File: config.mk
export PLATFORM = sky130hd
export DESIGN_NAME = mul_result_writeback
export DESIGN_NICKNAME = d
export VERILOG_FILES = /design/src/rtl/mul_result_writeback.sv
export SDC_FILE = /design/constraint.sdc
export NUM_CORES = 1
export LEC_CHECK = 0
export ABC_AREA = 1
export BUFFER_PORTS_ARGS = -buffer_cell sky130_fd_sc_hd__buf_2
export CAP_MARGIN = 20
export CORE_UTILIZATION = 49
export DETAILED_ROUTE_END_ITERATION = 12
export MAX_ROUTING_LAYER = met4
export PLACE_DENSITY = 0.89
export SLEW_MARGIN = 20
export SYNTH_ARGS = -nofsm -noshare
export SYNTH_HDL_FRONTEND = slang
export SYNTH_SLANG_ARGS = --single-unit
File: constraint.sdc
create_clock -name clk -period 1.7 [get_ports clk]
set_clock_uncertainty 0.2 [all_clocks]
set_input_delay 0 -clock clk [delete_from_list [all_inputs] [get_ports clk]]
set_output_delay 0 -clock clk [all_outputs]
set_load 0.01 [all_outputs]
File: src/rtl/mul_result_writeback.sv
// Buffers one 67-bit Booth product and returns it as LO then HI 32-bit beats over valid/ready.
// Latency 1 from prod_valid to LO beat; a product arriving while busy is dropped and flagged.
module mul_result_writeback #(
  parameter int DATA_W = 32,
  parameter int PROD_W = 2*DATA_W+3,
  parameter int CNT_W  = 16
) (
  input  logic              clk,
  input  logic              rst,
  input  logic              prod_valid,
  input  logic [PROD_W-1:0] product,
  output logic              prod_ready,
  output logic              out_valid,
  input  logic              out_ready,
  output logic [DATA_W-1:0] out_data,
  output logic              out_last,
  output logic              out_ovf,
  output logic              drop_err,
  output logic [CNT_W-1:0]  res_cnt
);

  typedef enum logic [1:0] {IDLE, SEND_LO, SEND_HI} state_t;

  state_t                       state;
  logic [DATA_W-1:0]            hi_buf;
  logic [PROD_W-2*DATA_W:0]     sign_bits;
  logic                         ovf_in;
  logic                         take;

  // The product fits in 2*DATA_W signed bits only if all redundant sign bits match bit 2*DATA_W-1.
  assign sign_bits  = product[PROD_W-1:2*DATA_W-1];
  assign ovf_in     = ~(&sign_bits | ~|sign_bits);
  assign prod_ready = (state == IDLE) | ((state == SEND_HI) & out_ready);
  assign take       = prod_valid & prod_ready;

  always_ff @(posedge clk) begin
    if (rst) begin
      state     <= IDLE;
      hi_buf    <= '0;
      out_valid <= 1'b0;
      out_data  <= '0;
      out_last  <= 1'b0;
      out_ovf   <= 1'b0;
      drop_err  <= 1'b0;
      res_cnt   <= '0;
    end else begin
      if (prod_valid && !prod_ready)
        drop_err <= 1'b1;

      if ((state == SEND_HI) && out_ready)
        res_cnt <= res_cnt + 1'b1;

      // Capture covers both the idle case and the back-to-back case at the HI handoff.
      if (take) begin
        hi_buf    <= product[2*DATA_W-1:DATA_W];
        out_data  <= product[DATA_W-1:0];
        out_valid <= 1'b1;
        out_last  <= 1'b0;
        out_ovf   <= ovf_in;
        state     <= SEND_LO;
      end else begin
        case (state)
          IDLE: ;
          SEND_LO: begin
            if (out_ready) begin
              out_data <= hi_buf;
              out_last <= 1'b1;
              state    <= SEND_HI;
            end
          end
          SEND_HI: begin
            if (out_ready) begin
              out_valid <= 1'b0;
              out_last  <= 1'b0;
              state     <= IDLE;
            end
          end
          default: state <= IDLE;
        endcase
      end
    end
  end

endmodule

-- Word level (Yosys, flattened, before mapping)
Cells that the tools add are included.
- reduce and logical (&&, ||, !) cells: 17
- equal/unequal tests: 7
- bitwise operators: 6
- div/mod/pow operators: 0
- shift operators: 0
- $lt $le $gt $ge: 0
- $mul: 0
- $add $sub $neg: 1
- muxes and demuxes: 12
- operator list (operator ; count):
    $mux W32 ; 3
    $add A16 B1 Y16 const B ; 1
    $reduce_and A3 Y1 ; 3
    $reduce_bool A2 Y1 ; 4
    $ne A2 B2 Y1 const B ; 3
    $ne A3 B3 Y1 const B ; 2
    $pmux W2 S3 ; 1
    $mux W1 ; 5
    $mux W2 ; 2
    $reduce_and A2 Y1 ; 2
    $reduce_and A4 Y1 ; 1
    $reduce_or A4 Y1 ; 1
    $and A1 B1 Y1 ; 2
    $eq A2 B1 Y1 const B ; 1
    $eq A2 B2 Y1 const B ; 1
    $logic_and A1 B1 Y1 ; 2
    $logic_not A1 Y1 ; 2
    $logic_not A2 Y1 ; 1
    $not A1 Y1 ; 2
    $or A1 B1 Y1 ; 2
    $pmux W1 S2 ; 1
    $reduce_or A2 Y1 ; 1
- ROM bits: 0
- input port bits: 71
- memories: 0
- output and inout bits: 53
- memory bits (writable): 0
- bits in latches: 0
- flip-flop bits (word level): 86

-- Longest topological paths before layout
- depth in word-level cells: 6
- mapped depth: 8
- gate-level depth less buffers: 8

-- Worst setup path after synthesis
Ideal clock, no wire load.
- kind: reg2reg
- start: register res_cnt[0]
- end: register res_cnt[10]
- cell stages (with the launch flop): 9
- data required time: 1.372 ns
- library setup time: 0.128 ns
- path slack: 0.148 ns
- period minus slack after synthesis: 1.552 ns
- buffers on the path: 0
- data arrival time: 1.224 ns
- cell sequence: dfxtp_1 > ha_1 > nand3_1 > nor2_4 > nand2_1 > nor2_1 > nand2_1 > nand2_1 > nor2_1
- longest elaborated chain between the ends: 1
- ends and longest elaborated chain (item ; line ; RTL):
    start, declared ; 19 ; output logic [CNT_W-1:0] res_cnt
    start signal, assigned ; 51 ; res_cnt <= res_cnt + 1'b1;
    $add A16 B1 Y16 ; 51 ;
Every way passes these cells.
A chain may end at the register's enable or synchronous reset.

-- Worst setup path in the final report
- start: input product[66]
- end: register out_ovf
- longest elaborated chain between the ends: 4
- elaborated cells between the ends (all ways): 5
- classes of those cells: 2 x bitwise; 3 x reduce/logical
- ends and longest elaborated chain (item ; line ; RTL):
    start, declared ; 11 ; input logic [PROD_W-1:0] product,
    $reduce_or A4 Y1 ; 32 ; assign ovf_in = ~(&sign_bits | ~|sign_bits);
    $logic_not A1 Y1 ; 32 ;
    $or A1 B1 Y1 * ; 32 ;
    $not A1 Y1 * ; 32 ;
    end signal, assigned ; 59 ; out_ovf <= ovf_in;
    end, declared ; 17 ; output logic out_ovf,
Every way passes the cells marked *; elsewhere a longest branch is shown, timed or not.

==> results.json <==
{
  "synth.avg_cell_area_um2": 7.51,
  "reg2reg_slack_ps": 90,
  "slew_violations": 0,
  "critical_path.cell_chain": "dlygate4sd3_1, buf_2, o21ai_1, dlygate4sd3_1, a21oi_1, a21oi_1, nor2_1",
  "synth.net_count": 538,
  "place_ws_ps": 46.0,
  "via_per_inst": 5.33,
  "ir_worst_vdd_v": 0.000528,
  "place_inst": 668,
  "cp-end-kind": "flip-flop",
  "nNetsFinal": 728,
  "yosysTopAreaCellShare": 0.492,
  "post-route-period-util": 0.958,
  "cp.arrival_ps": 1650,
  "grt_max_degree": 43,
  "min_from": "product[64]",
  "portBuffers": 123,
  "synth_area_leaders": "dfxtp_1, nand2_1, a21oi_1, o21ai_0, o21ai_1",
  "fillerInstances": 480,
  "clk_pin_slew_ps": 80,
  "routed_wl_um": 11200,
  "root_buffer": "clkbuf_8",
  "cts_sinks": 86,
  "cp_max_fo": 2,
  "max_freq_ghz": 0.614,
  "crit_type": "in -> reg",
  "syn_area_mm2": 0.00350,
  "io_pins": 124,
  "wl_per_cell_um": 14.7,
  "yosysUniqueCellTypes": 27,
  "multi_input_area_mm2": 0.00153,
  "p_total_mw": 4.39,
  "rr_worst_depth": 6,
  "critPathMaxStageDelay_ps": 570,
  "cp-start-kind": "primary input",
  "hold_viol_final": 0,
  "leakage_nw": 2.27,
  "cts_tree": "built",
  "yosys.area.top_type": "dfxtp_1",
  "via_count": 4039,
  "hold_end": "out_ovf",
  "dieWidth_um": 86.5,
  "drc": 0,
  "coreArea_mm2": 0.00683,
  "tightest_slew_ps": 383,
  "ys_seq_elements": 86,
  "yosysSeqAreaShare": 0.492,
  "whs_ps": 173,
  "layout-drive-gt1-share": 0.247,
  "worst_slack_ps": 72.2,
  "antenna_found_initial": 1,
  "grt_pass1_vias": 4050,
  "rsz0062_at_grt": "yes",
  "cts_buffers": 9,
  "status": "finished clean",
  "worstReg2RegEnd": "out_data[31]",
  "min_path_type": "in -> reg",
  "grt_first_pass_wirelength_um": 18000,
  "fin_crit_ps": 1630,
  "p_per_area_mw_per_mm2": 857,
  "rows": 30,
  "gp_congestion": 0.868,
  "hpwlAfterDp_um": 6130,
  "yosys_warnings": 0,
  "holdPathStages": 7,
  "setup_viol": 0,
  "cp_slowest_cell": "dlygate4sd3_1",
  "ff_latch_area_mm2": 0.00173,
  "clock_path_buffers": 2,
  "finalSetupTns_ps": 0,
  "drt-initial-drc-count": 221,
  "antenna_left": 0,
  "reg2reg_from": "state[0]",
  "crit_required_ps": 1720,
  "die_y_um": 86.5,
  "drt_pass1_iterations": 5,
  "synthCells": 466,
  "layoutNonFillerInstCount": 758,
  "place_area_mm2": 0.00418,
  "grt-ovfl-total": 0,
  "worstSkewPairLatency_ps": 340,
  "post-route-util": 0.751,
  "dieArea_mm2": 0.00748,
  "cts_max_level": 3,
  "finish.instance_area_mm2": 0.00513,
  "maxCapViolCount": 0,
  "timing.slew.headroom": 0.744,
  "grt_usage": 0.320,
  "synthToLayoutAreaGrowth_pct": 46.6,
  "initial_core_util": 0.512
}
## critical path: cells and delay by family
family,cells,cell delay (ps)
AOI/OAI and AO/OA,3,340
buffers and inverters,3,1250
and+or+nand+nor,1,50
## Yosys cell counts
cell type and count:
nand2_2 3, nor2_1 25, nand2_1 132, xor2_1 1, clkbuf_1 12, nand3b_1 1, o21a_1 1, buf_1 1
inv_1 19, clkinv_2 1, ha_1 1, a31oi_1 1, nand3_4 2, nor2_4 2, o21ai_0 50, o21ai_1 23
buf_6 6, a21oi_1 77, o21bai_1 1, buf_2 4, nand3_1 4, nor3_1 1, clkinv_1 1, inv_2 2
nand4_1 5, dfxtp_1 86, buf_4 4
## cell type report
type / count / share of cell area
antenna: 2 / 0.000976
tap: 96 / 0.0234
clock inverter: 4 / 0.00927
sequential: 86 / 0.337
inverter: 23 / 0.0178
multi-input combinational: 330 / 0.298
timing repair buffer: 206 / 0.287
clock buffer: 11 / 0.0276
## cell families after synthesis
logic type      Yosys count  synth area share
fa+ha+maj                 1           0.00358
buf+inv                  50            0.0726
xor+xnor                  1           0.00250
flops                    86             0.492
simple gates            175             0.209
compound gates          153             0.221
## sequential cells by signal, summed over array words and instances (netlist names)
name and flops:
hi_buf 32, out_data 32, res_cnt 16, state 2, drop_err 1, out_last 1, out_ovf 1, out_valid 1
## layer usage
layer  GRT usage  up-vias  wire length [um]
met5           -        -                 0
met4       0.192        0               569
met3      0.0533       60               593
met2       0.562      212              5750
met1       0.337     1848              4260
li1            -     1919                 -
## repair_timing
action                     4_1_cts  5_1_grt
gates resized for setup          0       12
setup endpoints to repair        0       71
hold buffers                    72        0
buffers inserted                 0        1
hold endpoints to repair        75        0
## worst max-delay path by stage
stage                           start           end  slack (ps)
after floorplan            res_cnt[0]   res_cnt[10]         150
after global placement       state[1]  out_data[25]         160
after detailed placement     state[1]  out_data[28]          50
after CTS                    state[1]  out_data[28]          20
after global routing        out_ready  out_data[13]         -20
final                     product[66]       out_ovf          70
## cells in the final DEF, fill, tap and decap left out, drive strengths merged
cell type     Yosys  layout
diode             0       2
xor2              1       1
inv              21      21
nand3             6       6
ha                1       1
dfxtp            86      86
nand4             5       5
buf              15     134
o21bai            1       1
clkinvlp          0       2
nand3b            1       1
dlymetal6s4s      0       1
nor2             27      27
o21ai            73      73
a21oi            77      77
nor3              1       1
nand2           135     135
clkinv            2       3
dlygate4sd3       0      71
clkbuf           12      11
a31oi             1       1
bufinv            0       1
o21a              1       1
## report_power, final
part           internal [mW]  switching [mW]  total, mW
clock                  0.707           0.686       1.39
sequential              2.14          0.0720       2.22
combinational          0.368           0.416      0.784
total                   3.22            1.17       4.39
No activity file was read; power rests on OpenSTA's default activity.
